[config.mk]
export PLATFORM = sky130hd
export DESIGN_NAME = conv_kernel_scheduler_flat
export DESIGN_NICKNAME = d
export VERILOG_FILES = /design/src/rtl/conv_kernel_scheduler_if.sv /design/src/rtl/conv_kernel_scheduler.sv /design/src/flat_wrapper.sv
export SDC_FILE = /design/constraint.sdc
export NUM_CORES = 1
export LEC_CHECK = 0
export ABC_AREA = 1
export CELL_PAD_IN_SITES_DETAIL_PLACEMENT = 0
export CELL_PAD_IN_SITES_GLOBAL_PLACEMENT = 1
export CORE_MARGIN = 2
export CORE_UTILIZATION = 40
export CTS_BUF_LIST = sky130_fd_sc_hd__clkbuf_8
export DETAILED_ROUTE_END_ITERATION = 10
export GPL_TIMING_DRIVEN = 0
export PLACE_DENSITY = 0.78
export SYNTH_ARGS = -nofsm -noshare
export SYNTH_HDL_FRONTEND = slang
export SYNTH_SLANG_ARGS = --single-unit
[constraint.sdc]
create_clock -name clk -period 5.89 [get_ports clk]
set_clock_uncertainty 0.2 [all_clocks]
set_input_delay 1.4725 -clock clk [delete_from_list [all_inputs] [get_ports clk]]
set_output_delay 1.4725 -clock clk [all_outputs]
set_load 0.02 [all_outputs]
[src/rtl/conv_kernel_scheduler_if.sv]
// conv_kernel_scheduler_if: window-source handshake, kernel controls and accumulator strobes
interface conv_kernel_scheduler_if #(
    parameter int WADDR_W = 4
);
    logic               win_valid;
    logic               win_ready;
    logic [WADDR_W-1:0] ic_sel;
    logic [WADDR_W-1:0] weight_addr;
    logic               bias_valid;
    logic               acc_clear;
    logic               acc_en;
    logic               ofm_valid;
    logic [WADDR_W-1:0] ofm_oc;

    modport master (
        input  win_valid,
        output win_ready, ic_sel, weight_addr, bias_valid,
        output acc_clear, acc_en, ofm_valid, ofm_oc
    );

    modport slave (
        output win_valid,
        input  win_ready, ic_sel, weight_addr, bias_valid,
        input  acc_clear, acc_en, ofm_valid, ofm_oc
    );
endinterface

[src/rtl/conv_kernel_scheduler.sv]
// conv_kernel_scheduler: walks (pixel, out-group, in-group) beats and emits latency-aligned accumulator strobes
module conv_kernel_scheduler #(
    parameter int IC_GROUPS  = 2,
    parameter int OC_GROUPS  = 2,
    parameter int KERNEL_LAT = 2,
    parameter int WADDR_W    = 4
) (
    input  logic                          clk,
    input  logic                          rst_n,
    input  logic                          start,
    input  logic [15:0]                   num_pixels,
    conv_kernel_scheduler_if.master       bus,
    output logic                          busy,
    output logic                          done
);
    localparam int DW = $clog2(KERNEL_LAT + 1);
    localparam int LW = WADDR_W + 3;

    typedef enum logic [1:0] {S_IDLE, S_RUN, S_DRAIN, S_FIN} state_t;

    state_t                       state, state_n;
    logic [WADDR_W-1:0]           ic_cnt, oc_cnt;
    logic [15:0]                  pix_cnt, np_q;
    logic [DW-1:0]                drain_cnt;
    logic [KERNEL_LAT-1:0][LW-1:0] dl;
    logic                         beat, ic_last, oc_last, pix_last, final_beat;
    logic                         first_d, last_d;

    // beat decode, kernel-side controls and delayed accumulator strobes
    always_comb begin
        ic_last          = ic_cnt == WADDR_W'(IC_GROUPS - 1);
        oc_last          = oc_cnt == WADDR_W'(OC_GROUPS - 1);
        pix_last         = pix_cnt == np_q - 16'd1;
        bus.win_ready    = state == S_RUN;
        beat             = bus.win_valid && bus.win_ready;
        final_beat       = beat && ic_last && oc_last && pix_last;
        bus.ic_sel       = ic_cnt;
        bus.weight_addr  = WADDR_W'(oc_cnt * WADDR_W'(IC_GROUPS) + ic_cnt);
        bus.bias_valid   = beat && ic_cnt == '0;
        {bus.acc_en, first_d, last_d, bus.ofm_oc} = dl[KERNEL_LAT-1];
        bus.acc_clear    = bus.acc_en && first_d;
        bus.ofm_valid    = bus.acc_en && last_d;
        busy             = state != S_IDLE;
        done             = state == S_FIN;
    end

    // state register
    always_ff @(posedge clk or negedge rst_n) begin
        if (!rst_n) state <= S_IDLE;
        else        state <= state_n;
    end

    // next-state: an empty layer skips straight to the done pulse
    always_comb begin
        state_n = state;
        case (state)
            S_IDLE:  if (start) state_n = num_pixels == 16'd0 ? S_FIN : S_RUN;
            S_RUN:   if (final_beat) state_n = S_DRAIN;
            S_DRAIN: if (drain_cnt == DW'(KERNEL_LAT - 1)) state_n = S_FIN;
            S_FIN:   state_n = S_IDLE;
            default: state_n = S_IDLE;
        endcase
    end

    // nested group/pixel counters advance only on accepted beats
    always_ff @(posedge clk or negedge rst_n) begin
        if (!rst_n) begin
            ic_cnt    <= '0;
            oc_cnt    <= '0;
            pix_cnt   <= '0;
            np_q      <= '0;
            drain_cnt <= '0;
        end else begin
            if (state == S_IDLE && start) begin
                np_q    <= num_pixels;
                ic_cnt  <= '0;
                oc_cnt  <= '0;
                pix_cnt <= '0;
            end else if (beat) begin
                ic_cnt <= ic_last ? '0 : ic_cnt + 1'b1;
                if (ic_last) oc_cnt <= oc_last ? '0 : oc_cnt + 1'b1;
                if (ic_last && oc_last) pix_cnt <= pix_last ? '0 : pix_cnt + 16'd1;
            end
            drain_cnt <= state == S_DRAIN ? drain_cnt + 1'b1 : '0;
        end
    end

    // delay line matching the kernel latency so strobes line up with ofm data
    always_ff @(posedge clk or negedge rst_n) begin
        if (!rst_n) begin
            dl <= '0;
        end else begin
            dl[0] <= {beat, ic_cnt == '0, ic_last, oc_cnt};
            for (int i = 1; i < KERNEL_LAT; i++) dl[i] <= dl[i-1];
        end
    end
endmodule

[src/flat_wrapper.sv]
// flat-port wrapper written by rule: the top's interface ports become plain ports
module conv_kernel_scheduler_flat 
#(
    parameter int IC_GROUPS  = 2,
    parameter int OC_GROUPS  = 2,
    parameter int KERNEL_LAT = 2,
    parameter int WADDR_W    = 4
)
  (clk, rst_n, start, num_pixels, busy, done, bus_win_valid, bus_win_ready, bus_ic_sel, bus_weight_addr, bus_bias_valid, bus_acc_clear, bus_acc_en, bus_ofm_valid, bus_ofm_oc);
  conv_kernel_scheduler_if #(.WADDR_W(WADDR_W)) bus_i ();
  input  logic clk;
  input  logic rst_n;
  input  logic start;
  input  logic [15:0] num_pixels;
  output logic busy;
  output logic done;
  input wire logic [$bits(bus_i.win_valid)-1:0] bus_win_valid;
  output wire logic [$bits(bus_i.win_ready)-1:0] bus_win_ready;
  output wire logic [$bits(bus_i.ic_sel)-1:0] bus_ic_sel;
  output wire logic [$bits(bus_i.weight_addr)-1:0] bus_weight_addr;
  output wire logic [$bits(bus_i.bias_valid)-1:0] bus_bias_valid;
  output wire logic [$bits(bus_i.acc_clear)-1:0] bus_acc_clear;
  output wire logic [$bits(bus_i.acc_en)-1:0] bus_acc_en;
  output wire logic [$bits(bus_i.ofm_valid)-1:0] bus_ofm_valid;
  output wire logic [$bits(bus_i.ofm_oc)-1:0] bus_ofm_oc;
  assign bus_i.win_valid = bus_win_valid;
  assign bus_win_ready = bus_i.win_ready;
  assign bus_ic_sel = bus_i.ic_sel;
  assign bus_weight_addr = bus_i.weight_addr;
  assign bus_bias_valid = bus_i.bias_valid;
  assign bus_acc_clear = bus_i.acc_clear;
  assign bus_acc_en = bus_i.acc_en;
  assign bus_ofm_valid = bus_i.ofm_valid;
  assign bus_ofm_oc = bus_i.ofm_oc;
  conv_kernel_scheduler #(.IC_GROUPS(IC_GROUPS), .OC_GROUPS(OC_GROUPS), .KERNEL_LAT(KERNEL_LAT), .WADDR_W(WADDR_W)) u_core (.clk(clk), .rst_n(rst_n), .start(start), .num_pixels(num_pixels), .bus(bus_i), .busy(busy), .done(done));
endmodule
==> results of run 1 <==
[logic make-up after synthesis]
kind of cell / share of synthesized area (%)
AND/OR/NAND/NOR: 30.8
buffers and inverters: 9.70
flip-flops: 41.4
AO/OA/AOI/OAI: 5.06
XOR/XNOR: 7.49
adder cells (fa/ha/maj): 5.56
[through the flow]
step           cell area [sq um]  worst slack, ns  instances
3_5_place_dp                4040             1.36        594
2_1_floorplan               3510             2.02        447
4_1_cts                     4270             1.36        610
6_report                    4270             1.36        610
5_1_grt                     4270             1.24        610
3_3_place_gp                4020             1.23        593
[cell usage after synthesis, drive strengths merged, types with 2 or more instances]
cell / count / area share [%]
a21oi: 2 / 0.29
buf: 12 / 2.2
clkbuf: 4 / 0.46
dfrtp: 58 / 41
ha: 14 / 5.0
inv: 65 / 7.0
nand2: 125 / 14
nand3: 24 / 3.4
nand3b: 4 / 0.86
nand4: 17 / 3.0
nor2: 39 / 6.0
nor3: 9 / 1.7
nor4: 7 / 1.2
o21ai: 27 / 3.9
o22ai: 3 / 0.54
xnor2: 8 / 2.0
xor2: 22 / 5.5
[sequential cells by signal, summed over array words and instances, names as in the netlist]
signal,count
u_core.np_q,16
u_core.pix_cnt,16
u_core.dl,9
u_core.bus.ic_sel,4
u_core.bus.ofm_oc,4
u_core.oc_cnt,4
u_core.drain_cnt,2
u_core.state,2
u_core.bus.acc_en,1
[routing by layer]
metal	vias to the layer above	GRT usage, %	routed length (microns)
met1	1354	25.3	3890
met4	0	8.87	212
li1	1516	-	-
met3	14	2.81	210
met5	-	0	0
met2	35	27.2	3540
[power groups by stage]
| stage | logic [mW] | registers [mW] | clock network [mW] |
|---|---|---|---|
| 4_1_cts | 0.873 | 0.660 | 0.432 |
| 5_1_grt | 0.993 | 0.682 | 0.451 |
| 6_report | 0.864 | 0.659 | 0.420 |
| 2_1_floorplan | 0.638 | 0.640 | 0 |
| 3_5_place_dp | 0.869 | 0.668 | 0 |
| 3_3_place_gp | 0.851 | 0.665 | 0 |
[worst paths after layout]
check / start / end / slack, ns / depth (start not counted)
setup / recovery: bus_win_valid / bus_bias_valid / 1.36 / 4
hold / removal: u_core.dl[1]$_DFF_PN0_ / u_core.bus.ofm_oc[1]$_DFF_PN0_ / 0.14 / 0
hold reg to reg: u_core.dl[1]$_DFF_PN0_ / u_core.bus.ofm_oc[1]$_DFF_PN0_ / 0.14 / 0
max in group asynchronous: rst_n / u_core.np_q[10]$_DFFE_PN0P_ / 4.03 / 2
setup reg to reg: u_core.state[1]$_DFFE_PN0P_ / u_core.pix_cnt[5]$_DFFE_PN0P_ / 3.45 / 11
min in group asynchronous: rst_n / u_core.bus.ic_sel[1]$_DFFE_PN0P_ / 0.88 / 1
[layout make-up]
| type | instances | area, sq um |
|---|---|---|
| fillers | 840 | 4330 |
| multi-input cells | 307 | 1720 |
| flip-flops and latches | 58 | 1450 |
| repair buffers | 39 | 395 |
| inverters | 66 | 248 |
| well taps | 108 | 135 |
| clock buffers | 9 | 124 |
| clock inverters | 7 | 103 |
| plain buffers | 16 | 92.6 |
==> impl_results.md, run 1 <==
* Final cycle utilization of the critical path at between 70% and 80%
* Yosys warning count at 0
* CP Cell Sequence: clkdlybuf4s50_1 > nand2_1 > nor4_1 > clkdlybuf4s50_1
* Die Ht at 97.7 microns
* RSZ-0062 raised after global routing: false
* Initial drt markers at between 100 and 150
* # IOs at 39
* Period minus WS final at 4.53 ns
* Largest net degree at the start of global routing at 39
* Setup violations, final at 0
* Layout cells sized above 1 at 11.0%
* Vias in the first global route at a little under 3000
* CTS max path bufs at 2
* Worst Hold Class: reg2reg
* Hold_buf cts at 0
* Vias per inst at 4.79
* Switch share at 43.1%
* Via count at 2919
* Unique masters post-synth at 35
* Clk sink count at 58
* Syn nets at 482
* First-pass GRT wire length at 13800 microns
* Peak Freq at 0.221 GHz
* P&R area growth vs syn at 21.6%
* Worst setup EP type: output pin
* Logic pwr share at 44.5%
* Post-DR wirelength/cell at 12.9 microns
* Starting Density at around two fifths
* Post-CTS Resized at 0
* Register share of total power at about 34%
* Setup bufs post-CTS at 0
* Ys flop type: dfrtp_1
* Core ar. at 0.00859 sq mm
* Clk root buf: clkbuf_8
* Routed Antenna Nets at 0
* Status: finished, final reports clean
* Fin util at around half
* Slowest stage delay, CP at 0.64 ns
* Slew headroom at 63.2%
* Req. time, crit path at 4.22 ns
* Clock network power share at 21.6%
* Crit-path most repeated cell: clkdlybuf4s50_1
* Final hold violation count at 0
* # nets final at 532
* Clock transition at path regs at 0.08 ns
* CTS H-tree depth at 3
* Post-synth ARST share at 100%
* # diodes at 0
* P_sw at about 0.84 mW
* Buffers & Inverters on Critical Path at 2
* Post-Syn Instances at between 400 and 500
* Clk_lat worst skew at 0.35 ns
* Most frequent cells in the layout: nand2_1 (122), dfrtp_1 (58), inv_1 (55), clkdlybuf4s50_1 (37), nor2_1 (29)
* Worst Setup Path Type: in2out
* Die Wd at just under 100 microns
* Crit path DAT at ~2.9 ns
* Total global routing track utilization at 18.1%
* Hold WS at 0.144 ns
* Total chip power at ~2 mW
* CP Launch Type: input port
* # Max-Cap Violations at 0
* Least-Margin Pin Slew at 0.552 ns
* Clock buffer count from CTS at 9
* DR DRC count at 0
* Post-Syn Area at 0.00351 sq mm
* Antenna violations before repair at 0
* WL final at 7860 microns
* Die area at 0.00954 sq mm
* Final HPWL DP at 5940 microns
* Critical path fanouts, max at 4
* Gr ovfl total at 0
* Slew Viols, Final at 0
* Leakage at 2.15 nW
* Most common cell after layout, fill and taps aside: nand2_1
* Crit-path slowest cell: clkdlybuf4s50_1
* Routability cong. at 0.826
* PwrDens at between 400 and 500 mW/mm^2
* Std-Cell Rows at 34
* Seq/Total Area, Yosys at between 40% and 50%
* Count of port buffers added during placement at 38
* Synth Register Bits at 58
* DR pass1 iterations at 4
* CTS tree: done
* Max IR drop VDD at 0.178 mV
* Internal power at 1.11 mW
* Final TNS setup at 0 ns
* Number of synthesized flops with an enable pin at 0
* Synth Area per Inst at a little under 8 sq um
* CP top delay family: buffers and inverters
Note: power is estimated with default switching activity, not from simulation.
==> inputs of run 2 (changes only) <==
clock period = 4.2 ns   (was 5.89 ns; I/O delays follow)
==> results of run 2 <==
Same layout as run 1 (identical final DEF). Status: finished, final reports clean.
Main changes from that run: setup slack after placement 1.36 ns -> 0.513 ns; setup slack after layout 1.36 ns -> 0.513 ns; register-to-register setup slack 3.45 ns -> 1.76 ns; total power 1.94 mW -> 2.72 mW; worst IR drop on VDD 0.178 mV -> 0.249 mV
